**config.mk**
```make
export PLATFORM = sky130hd
export DESIGN_NAME = mem_arbiter_rr_flat
export DESIGN_NICKNAME = d
export VERILOG_FILES = /design/src/rtl/mem_arbiter_rr_if.sv /design/src/rtl/mem_arbiter_rr.sv /design/src/flat_wrapper.sv
export SDC_FILE = /design/constraint.sdc
export NUM_CORES = 1
export LEC_CHECK = 0
export CAP_MARGIN = 20
export CORE_AREA = 2 2 395 397
export CTS_CLUSTER_DIAMETER = 60
export DETAILED_ROUTE_END_ITERATION = 10
export DIE_AREA = 0 0 397 399
export DONT_BUFFER_PORTS = 1
export SLEW_MARGIN = 20
export SYNTH_ARGS = -nofsm -noshare
export SYNTH_HDL_FRONTEND = slang
export SYNTH_SLANG_ARGS = --single-unit
```
**constraint.sdc**
```tcl
create_clock -name clk -period 6.8 [get_ports clk]
set_input_delay 0.34 -clock clk [delete_from_list [all_inputs] [get_ports clk]]
set_output_delay 0.34 -clock clk [all_outputs]
set_load 0.01 [all_outputs]
```
**src/rtl/mem_arbiter_rr_if.sv**
```systemverilog
// Bundle between the round-robin line arbiter, its cache clients and the burst memory port.
// Latency: none, wires only.
// Backpressure: clients hold req_* until resp_o; memory stalls beats by holding mem_resp_i low.
// Ports: req_read_i/req_write_i/req_addr_i/req_wdata_i (clients in), resp_o/rdata_o/busy_o (clients out),
//        mem_read_o/mem_write_o/mem_addr_o/mem_wdata_o (memory out), mem_resp_i/mem_rdata_i (memory in).
interface mem_arbiter_rr_if #(
  parameter int NUM_PORTS   = 2,
  parameter int ADDR_WIDTH  = 32,
  parameter int LINE_WIDTH  = 256,
  parameter int BURST_WIDTH = 64
);
  logic [NUM_PORTS-1:0]            req_read_i;
  logic [NUM_PORTS-1:0]            req_write_i;
  logic [NUM_PORTS*ADDR_WIDTH-1:0] req_addr_i;
  logic [NUM_PORTS*LINE_WIDTH-1:0] req_wdata_i;
  logic [NUM_PORTS-1:0]            resp_o;
  logic [LINE_WIDTH-1:0]           rdata_o;
  logic                            busy_o;
  logic                            mem_read_o;
  logic                            mem_write_o;
  logic [ADDR_WIDTH-1:0]           mem_addr_o;
  logic [BURST_WIDTH-1:0]          mem_wdata_o;
  logic                            mem_resp_i;
  logic [BURST_WIDTH-1:0]          mem_rdata_i;

  // Arbiter side.
  modport slave (
    input  req_read_i, req_write_i, req_addr_i, req_wdata_i, mem_resp_i, mem_rdata_i,
    output resp_o, rdata_o, busy_o, mem_read_o, mem_write_o, mem_addr_o, mem_wdata_o
  );

  // Environment side: clients plus memory.
  modport master (
    output req_read_i, req_write_i, req_addr_i, req_wdata_i, mem_resp_i, mem_rdata_i,
    input  resp_o, rdata_o, busy_o, mem_read_o, mem_write_o, mem_addr_o, mem_wdata_o
  );
endinterface

```
**src/rtl/mem_arbiter_rr.sv**
```systemverilog
// Round-robin arbiter serialising whole-line reads/writes from NUM_PORTS clients onto one burst memory port.
// Latency: grant cycle + BEATS beat cycles (zero-wait) + one resp_o cycle; one line per BEATS+2 cycles.
// Backpressure: mem_resp_i low freezes the burst; transactions are atomic once granted, other requests wait.
// Ports: clk, reset_n (async active-low); bus (slave modport of mem_arbiter_rr_if) carries client and memory sides.
module mem_arbiter_rr #(
  parameter int NUM_PORTS   = 2,
  parameter int ADDR_WIDTH  = 32,
  parameter int LINE_WIDTH  = 256,
  parameter int BURST_WIDTH = 64
) (
  input logic             clk,
  input logic             reset_n,
  mem_arbiter_rr_if.slave bus
);
  localparam int BEATS  = LINE_WIDTH / BURST_WIDTH;
  localparam int BEAT_W = (BEATS > 1) ? $clog2(BEATS) : 1;
  localparam int GNT_W  = (NUM_PORTS > 1) ? $clog2(NUM_PORTS) : 1;
  localparam int OFF_W  = $clog2(LINE_WIDTH / 8);

  // Byte-offset bits inside a line; cleared so memory always sees a line-aligned address.
  localparam logic [ADDR_WIDTH-1:0] OFF_MASK  = ADDR_WIDTH'((64'd1 << OFF_W) - 64'd1);
  localparam logic [BEAT_W-1:0]     LAST_BEAT = BEAT_W'(BEATS - 1);

  localparam logic [1:0] ST_IDLE = 2'd0;
  localparam logic [1:0] ST_XFER = 2'd1;
  localparam logic [1:0] ST_RESP = 2'd2;

  logic [1:0]            state_q, state_d;
  logic [BEAT_W-1:0]     beat_q, beat_d;
  logic [GNT_W-1:0]      grant_q, grant_d;
  logic [GNT_W-1:0]      last_q, last_d;
  logic                  wr_q, wr_d;
  logic [ADDR_WIDTH-1:0] addr_q, addr_d;
  logic [LINE_WIDTH-1:0] buf_q, buf_d;

  logic [NUM_PORTS-1:0]  req_any;
  logic                  pick_vld;
  logic [GNT_W-1:0]      pick_idx;
  int                    cand;

  assign req_any = bus.req_read_i | bus.req_write_i;

  // Scan upward from the port after the last winner, wrapping; the first requester wins.
  always_comb begin
    pick_vld = 1'b0;
    pick_idx = '0;
    cand     = 0;
    for (int k = 1; k <= NUM_PORTS; k++) begin
      cand = (int'(last_q) + k) % NUM_PORTS;
      if (!pick_vld && req_any[GNT_W'(cand)]) begin
        pick_vld = 1'b1;
        pick_idx = GNT_W'(cand);
      end
    end
  end

  always_comb begin
    state_d = state_q;
    beat_d  = beat_q;
    grant_d = grant_q;
    last_d  = last_q;
    wr_d    = wr_q;
    addr_d  = addr_q;
    buf_d   = buf_q;
    case (state_q)
      ST_IDLE: begin
        if (pick_vld) begin
          grant_d = pick_idx;
          // A port raising both read and write is serviced as a write.
          wr_d    = bus.req_write_i[pick_idx];
          addr_d  = bus.req_addr_i[int'(pick_idx)*ADDR_WIDTH +: ADDR_WIDTH] & ~OFF_MASK;
          // Capture the whole line now so the client may change its data after grant.
          if (bus.req_write_i[pick_idx]) begin
            buf_d = bus.req_wdata_i[int'(pick_idx)*LINE_WIDTH +: LINE_WIDTH];
          end
          state_d = ST_XFER;
        end
      end
      ST_XFER: begin
        if (bus.mem_resp_i) begin
          if (!wr_q) begin
            buf_d[int'(beat_q)*BURST_WIDTH +: BURST_WIDTH] = bus.mem_rdata_i;
          end
          if (beat_q == LAST_BEAT) begin
            beat_d  = '0;
            state_d = ST_RESP;
          end else begin
            beat_d = beat_q + BEAT_W'(1);
          end
        end
      end
      ST_RESP: begin
        last_d  = grant_q;
        state_d = ST_IDLE;
      end
      default: state_d = ST_IDLE;
    endcase
  end

  always_ff @(posedge clk or negedge reset_n) begin
    if (!reset_n) begin
      state_q <= ST_IDLE;
      beat_q  <= '0;
      grant_q <= '0;
      // Pointing at the highest port makes port 0 the first winner after reset.
      last_q  <= GNT_W'(NUM_PORTS - 1);
      wr_q    <= 1'b0;
      addr_q  <= '0;
      buf_q   <= '0;
    end else begin
      state_q <= state_d;
      beat_q  <= beat_d;
      grant_q <= grant_d;
      last_q  <= last_d;
      wr_q    <= wr_d;
      addr_q  <= addr_d;
      buf_q   <= buf_d;
    end
  end

  // Every output is a pure function of reset-cleared flops, so all drop as soon as reset asserts.
  always_comb begin
    bus.resp_o = '0;
    if (state_q == ST_RESP) begin
      bus.resp_o[grant_q] = 1'b1;
    end
  end

  assign bus.rdata_o     = buf_q;
  assign bus.busy_o      = (state_q != ST_IDLE);
  assign bus.mem_read_o  = (state_q == ST_XFER) && !wr_q;
  assign bus.mem_write_o = (state_q == ST_XFER) && wr_q;
  assign bus.mem_addr_o  = addr_q;
  assign bus.mem_wdata_o = buf_q[int'(beat_q)*BURST_WIDTH +: BURST_WIDTH];
endmodule

```
**src/flat_wrapper.sv**
```systemverilog
// flat-port wrapper written by rule: the top's interface ports become plain ports
module mem_arbiter_rr_flat 
#(
  parameter int NUM_PORTS   = 2,
  parameter int ADDR_WIDTH  = 32,
  parameter int LINE_WIDTH  = 256,
  parameter int BURST_WIDTH = 64
)
  (clk, reset_n, bus_req_read_i, bus_req_write_i, bus_req_addr_i, bus_req_wdata_i, bus_mem_resp_i, bus_mem_rdata_i, bus_resp_o, bus_rdata_o, bus_busy_o, bus_mem_read_o, bus_mem_write_o, bus_mem_addr_o, bus_mem_wdata_o);
  mem_arbiter_rr_if #(.NUM_PORTS(NUM_PORTS), .ADDR_WIDTH(ADDR_WIDTH), .LINE_WIDTH(LINE_WIDTH), .BURST_WIDTH(BURST_WIDTH)) bus_i ();
  input logic clk;
  input logic reset_n;
  input wire logic [$bits(bus_i.req_read_i)-1:0] bus_req_read_i;
  input wire logic [$bits(bus_i.req_write_i)-1:0] bus_req_write_i;
  input wire logic [$bits(bus_i.req_addr_i)-1:0] bus_req_addr_i;
  input wire logic [$bits(bus_i.req_wdata_i)-1:0] bus_req_wdata_i;
  input wire logic [$bits(bus_i.mem_resp_i)-1:0] bus_mem_resp_i;
  input wire logic [$bits(bus_i.mem_rdata_i)-1:0] bus_mem_rdata_i;
  output wire logic [$bits(bus_i.resp_o)-1:0] bus_resp_o;
  output wire logic [$bits(bus_i.rdata_o)-1:0] bus_rdata_o;
  output wire logic [$bits(bus_i.busy_o)-1:0] bus_busy_o;
  output wire logic [$bits(bus_i.mem_read_o)-1:0] bus_mem_read_o;
  output wire logic [$bits(bus_i.mem_write_o)-1:0] bus_mem_write_o;
  output wire logic [$bits(bus_i.mem_addr_o)-1:0] bus_mem_addr_o;
  output wire logic [$bits(bus_i.mem_wdata_o)-1:0] bus_mem_wdata_o;
  assign bus_i.req_read_i = bus_req_read_i;
  assign bus_i.req_write_i = bus_req_write_i;
  assign bus_i.req_addr_i = bus_req_addr_i;
  assign bus_i.req_wdata_i = bus_req_wdata_i;
  assign bus_i.mem_resp_i = bus_mem_resp_i;
  assign bus_i.mem_rdata_i = bus_mem_rdata_i;
  assign bus_resp_o = bus_i.resp_o;
  assign bus_rdata_o = bus_i.rdata_o;
  assign bus_busy_o = bus_i.busy_o;
  assign bus_mem_read_o = bus_i.mem_read_o;
  assign bus_mem_write_o = bus_i.mem_write_o;
  assign bus_mem_addr_o = bus_i.mem_addr_o;
  assign bus_mem_wdata_o = bus_i.mem_wdata_o;
  mem_arbiter_rr #(.NUM_PORTS(NUM_PORTS), .ADDR_WIDTH(ADDR_WIDTH), .LINE_WIDTH(LINE_WIDTH), .BURST_WIDTH(BURST_WIDTH)) u_core (.clk(clk), .reset_n(reset_n), .bus(bus_i));
endmodule
```
# == Word level (Yosys, flattened, before mapping) ==
# Index checks and enable logic that the tools add are counted.
# W data, S select, Z words.
# word_totals
register_bits,290
input_bits,647
word_cells,67
# classes
addsub,4
magnitude_cmp,5
eq_ne,8
n_shift,5
muxes,24
bitwise_logic,1
reduce_logical,13
# ops
operator,n
$mux W256,4
$pmux W256 S2,1
$shiftx A512 B10 Y256,1
$bwmux W256,1
$shift A64 B33 Y256 const A,1
$shiftx A256 B9 Y64,1
$shiftx A64 B33 Y256,1
$shiftx A64 B7 Y32,1
$neg A8 Y33,1
$mux W1,11
$mux W2,5
$lt A1 B3 Y1 const B,2
$ne A2 B1 Y1 const B,3
$reduce_and A5 Y1,1
$eq A2 B2 Y1 const B,2
$logic_and A1 B1 Y1,4
$lt A1 B2 Y1 const B,2
$ne A2 B2 Y1 const B,2
$pmux W2 S2,1
$reduce_and A2 Y1,2
$reduce_bool A2 Y1,2
$reduce_and A3 Y1,1
$add A1 B1 Y1 const B,2
$add A2 B1 Y2 const B,1
other kinds (6),7

# == Depth between registers and ports, before layout ==
# logic_depth
ltp_word,13
mapped_depth,11
mapped_depth_nobuf,6

# == Worst setup path before layout ==
# Ideal clock, no wire load.
# synth_timing
kind,flip-flop to flip-flop
from,register u_core.beat_q[0]
to,register u_core.buf_q[235] (netlist: u_core.bus.rdata_o[235])
setup_time_ns,0.064
t_arrival_ns,2.563
t_required_ns,6.736
slack_ns,4.173
path_stages_with_launch,12
period_less_slack_ns,2.627
path_cell_list,dfrtp_1 > buf_4 > buf_2 > buf_2 > inv_1 > ha_1 > nor4bb_1 > and3b_1 > buf_4 > clkbuf_1 > o2bb2ai_1 > mux2_2
# synth_between
elab_chain_len,6
elab_cells_between_ends,7
classes_between,add/sub (1); shift (2); mux (4)
# synth_lines
item,line_no,source
from (decl),mem_arbiter_rr.sv:29,"logic [BEAT_W-1:0] beat_q, beat_d;"
from (signal assigned),mem_arbiter_rr.sv:112,beat_q <= beat_d;
$neg A8 Y33 (*),mem_arbiter_rr.sv:82,buf_d[int'(beat_q)*BURST_WIDTH +: BURST_WIDTH] = bus.mem_rdata_i;
$shiftx A64 B33 Y256 or $shift A64 B33 Y256 (tied branches),mem_arbiter_rr.sv:82,
$bwmux W256 (*),mem_arbiter_rr.sv:82,
$mux W256 (*),mem_arbiter_rr.sv:81,if (!wr_q) begin
$mux W256 (*),mem_arbiter_rr.sv:80,if (bus.mem_resp_i) begin
$pmux W256 S2 (*),mem_arbiter_rr.sv:65,case (state_q)
to (signal assigned),mem_arbiter_rr.sv:117,buf_q <= buf_d;
to (decl),mem_arbiter_rr.sv:34,"logic [LINE_WIDTH-1:0] buf_q, buf_d;"
# Mark *: on every way between the ends. The rest lies on a longest branch, timed or not. The select of a mux whose other input is x is not followed.
# A chain may end at the register's enable or synchronous reset.

# == Worst setup path after layout ==
# layout_timing
from,register u_core.beat_q[0]
to,register u_core.buf_q[247] (netlist: u_core.bus.rdata_o[247])
# The elaborated chain is that of the path after synthesis.

==> results by stage <==
Status:
- The flow ran to the end, but the final reports show violations.
- The final reports fail on negative hold slack.

Worst setup path:
- On the critical path, the stage with the largest delay is an instance of dfrtp_4.
- The signal on the critical path passes through inv_1, ha_1, nor4bb_1, and3b_4, buf_4, o2bb2ai_1, dlygate4sd3_1, mux2_2.
- The critical path class is reg2reg.
- For the worst flop-to-flop path, the logic depth is 8.
- The first element of the critical path is u_core.beat_q[0].
- The worst endpoint data arrival time is 4.93 ns.
- The type of origin of the critical path is a register.
- Data on the critical path is required at its endpoint by approximately 7.4 ns.
- The setup slack on the worst flop-to-flop path is approximately 2.4 ns.
- STA classifies the critical path endpoint as a register.
- The critical path ends at u_core.bus.rdata_o[247].
- The worst reg2reg path startpoint is u_core.beat_q[0].
- Along the worst path, the maximum fanout reaches 44.
- The peak per-stage delay on the critical path is 1.02 ns.
- The reg-to-reg endpoint is u_core.bus.rdata_o[247].

Power:
- Of the total power, the share spent switching nets is 0.452.
- Of the total power, registers draw 0.365.
- The analysis attributes to cell leakage a power of 9.35 nW.
- The worst-case IR drop observed on VDD is between 0.2 and 0.25 mV.
- The total power draw is 11.2 mW.
- The share of total power dissipated in the clock network is 0.209.
- The share of total power dissipated in combinational logic is 0.426.
- The design internal power is 6.11 mW.
- Dividing total power by cell area gives a power density of 467 mW/mm^2.
- In this run the power spent charging and discharging nets is 5.05 mW.

Synthesis:
- The number of synthesized flops with an enable pin is 0.
- The register bit count reported by yosys is between 200 and 300.
- The synthesis warning total is 0.
- By count the netlist is led by 289 x dfrtp_1, 256 x mux2i_1, 256 x o2bb2ai_1.
- Summed over all instances, the cell type with the most area after synthesis is dfrtp_1.
- The average cell area after synthesis is 12.8 sq um.
- In the post-synthesis netlist, the biggest area contributors are dfrtp_1 40%, mux2i_1 14%, mux2_2 13%.
- The top cell type's share of synthesized area is 0.403.
- The fraction of synthesis flops using an asynchronous set or reset pin is 1.00.
- The most frequent cell after synthesis is dfrtp_1.
- The summed instance area of the synthesized netlist is 0.0179 sq mm.
- For this run, the register share of the synthesized area comes to 0.405.
- Among all flip-flop cells after synthesis, the most frequent one is dfrtp_1.
- The number of distinct library cells after synthesis is 34.
- In the synthesized netlist, the number of instances is 1396.

Clock tree:
- The clock tree from TritonCTS is built.
- The clock latency of the later-clocked register in the worst-skew pair is 0.64 ns.
- The post-cts resize count is 0.
- The clock buffer count from CTS is 42.
- The level count of the clock H-tree is 2.
- The number of hold buffers added after cts is 229.
- Once the clock tree was built, the setup fixing pass inserted 0 buffers.
- The number of sinks driven by the clock tree is slightly below 300.
- The root buffer cell is clkbuf_16.
- The maximum count of clock buffers along a single path is 3.
- Clock-pin slew was measured on the worst setup and hold paths at 0.06 ns.

STA:
- On the final layout, the worst hold slack is -0.570 ns.
- For the pin with the worst max-slew slack, the measured transition is 1.12 ns.
- The clock arrives with 0.0582 ns of skew.
- The number of hold-slack violations in the final timing report is 290.
- Based on the critical path, the design can be clocked at up to 229 MHz.
- The final critical-path share of the clock period is 0.641.
- Setup repair after global routing left no endpoint under its margin.
- In the final timing run, aggregate negative setup slack is 0 ns.
- The worst path in the final design needs a cycle of 4.36 ns, including I/O delays and setup.
- The relative slew slack is 0.255.
- The number of setup violations in the final report is 0.
- The number of slew-limit violations in the final report is 0.

Die:
- The top-level I/O count is around 1000.
- In this run the vertical extent of the chip is between 300 and 400 um.
- The initial standard-cell utilization of the core is 0.117.
- Measured along the x axis, the die boundary spans 397 um.
- After floorplanning, the core was divided into 144 placement rows.
- The area of the die is 0.158 sq mm.
- The floorplan step defined a core boundary enclosing 0.154 sq mm.

Placed design:
- The HPWL after detailed placement is 93900 um.
- During placement, the flow inserted port buffers numbering 0.
- The global placement routability congestion is just over 0.9.

Global routing:
- The overall fraction of global-route tracks in use is 0.141.
- The number of global-route vias before repair is 14732.
- The total overflow left after global routing is 0.
- The first global-routing pass estimated about 150000 um of wire.
- The number of antenna violations at the first check in global routing was roughly 110.
- Entering global routing, the biggest net connects roughly 290 pins.

Drt:
- In the routed layout, each cell is associated on average with a via count of 4.09.
- Summed over all layers, the routed wires come to 119000 um.
- For this block, the initial DRC count from the detailed router was 1277.
- The detailed-router iteration count before antenna repair is 5.
- The detail route stage leaves a number of antenna-violating nets equal to 0.
- The remaining routing DRC violations is 0.
- The total via count in the routed design is 15026.
- In the final routed layout, each cell accounts on average for 32.3 um.

Cells and area:
- The number of nets in the layout is 2217.
- The fraction of layout instances using a drive strength above 1 is 0.244.
- The area of combinational cells with multiple inputs is approximately 0.01 sq mm.
- In the final layout, flip-flops and latches occupy 0.00727 sq mm.
- From synthesis to final layout, the design area changed by 33.3%.
- The final core area utilization is 0.156.
- Fill cells in the final layout number 16914.

Min path:
- The class of the tightest hold or removal check is in2async.

Flow run:
- The max-capacitance violation count is 0.
-- worst min-delay path by stage --
stage                     cells past startpoint                      to
final                                         0  u_core.bus.rdata_o[11]
after global routing                          0  u_core.bus.rdata_o[11]
after CTS                                     0  u_core.bus.rdata_o[11]
after detailed placement                      0  u_core.bus.rdata_o[11]
after global placement                        0  u_core.bus.rdata_o[11]
after floorplan                               0        u_core.beat_q[0]
-- worst max-delay path, delay by kind of cell (launching register included) --
family / cells / cell delay, ns
simple gates: 2 / 1.35
flops: 1 / 1.02
mux: 1 / 0.15
compound gates: 1 / 0.15
buf+inv: 3 / 1.26
fa+ha+maj: 1 / 0.34
-- area by class of cell --
type | count | area share
inverter | 5 | 0.000785
clock inverter | 22 | 0.0113
multi-input combinational | 965 | 0.417
antenna | 29 | 0.00304
timing repair buffer | 261 | 0.108
clock buffer | 54 | 0.0488
tap | 2044 | 0.107
sequential | 290 | 0.304
-- sequential cells by signal, indices dropped and copies added, names as in the netlist --
| signal | count |
|---|---|
| u_core.last_q | 1 |
| u_core.wr_q | 1 |
| u_core.bus.mem_addr_o | 27 |
| u_core.bus.rdata_o | 256 |
| u_core.grant_q | 1 |
| u_core.beat_q | 2 |
| u_core.state_q | 2 |
-- metal layers --
| metal | track usage | part of all wire | wire length [um] |
|---|---|---|---|
| met5 | 0 | 0.0021 | 249 |
| met4 | 0.0739 | 0.055 | 6550 |
| met3 | 0.0568 | 0.11 | 12900 |
| met2 | 0.220 | 0.45 | 53800 |
| met1 | 0.166 | 0.38 | 45000 |
-- logic make-up (layout without fill, tap and decap cells) --
kind of cell	after synthesis	count (layout)	synth area share
other	1	34	0.000209
adder cells (fa/ha/maj)	5	5	0.00349
AO/OA/AOI/OAI	324	324	0.150
flip-flops	290	290	0.405
AND/OR/NAND/NOR	54	54	0.0147
multiplexers	577	577	0.385
buffers and inverters	145	342	0.0420
-- placed cells by master (no fill, tap or decap), drive strengths merged, types with 2 or more instances in the layout --
master,instances
a21o,2
a21oi,8
buf,30
bufinv,4
clkbuf,54
clkinv,12
conb,5
dfrtp,289
diode,29
dlygate4sd3,231
ha,5
inv,10
mux2,257
mux2i,256
mux4,64
nand2,35
nand2b,2
nor2,8
nor2b,2
nor3,2
o21ai,29
o22ai,27
o2bb2ai,256
-- power by group through the flow --
stage | combinational [mW] | sequential (mW) | clock [mW]
after floorplan | 3.48 | 3.35 | 0
after global placement | 4.33 | 4.04 | 0
after detailed placement | 4.41 | 4.06 | 0
after CTS | 4.71 | 4.04 | 2.39
after global routing | 5.06 | 4.14 | 2.45
final | 4.75 | 4.07 | 2.33
-- stage by stage --
stage,instances,cell area [sq um],worst slack (ns)
2_1_floorplan,1400,17900,4.17
3_3_place_gp,3333,20100,2.95
3_5_place_dp,3333,20100,2.88
4_1_cts,3638,23800,2.40
5_1_grt,3658,23900,2.23
6_report,3670,23900,2.44
(Power assumes the default switching activity.)
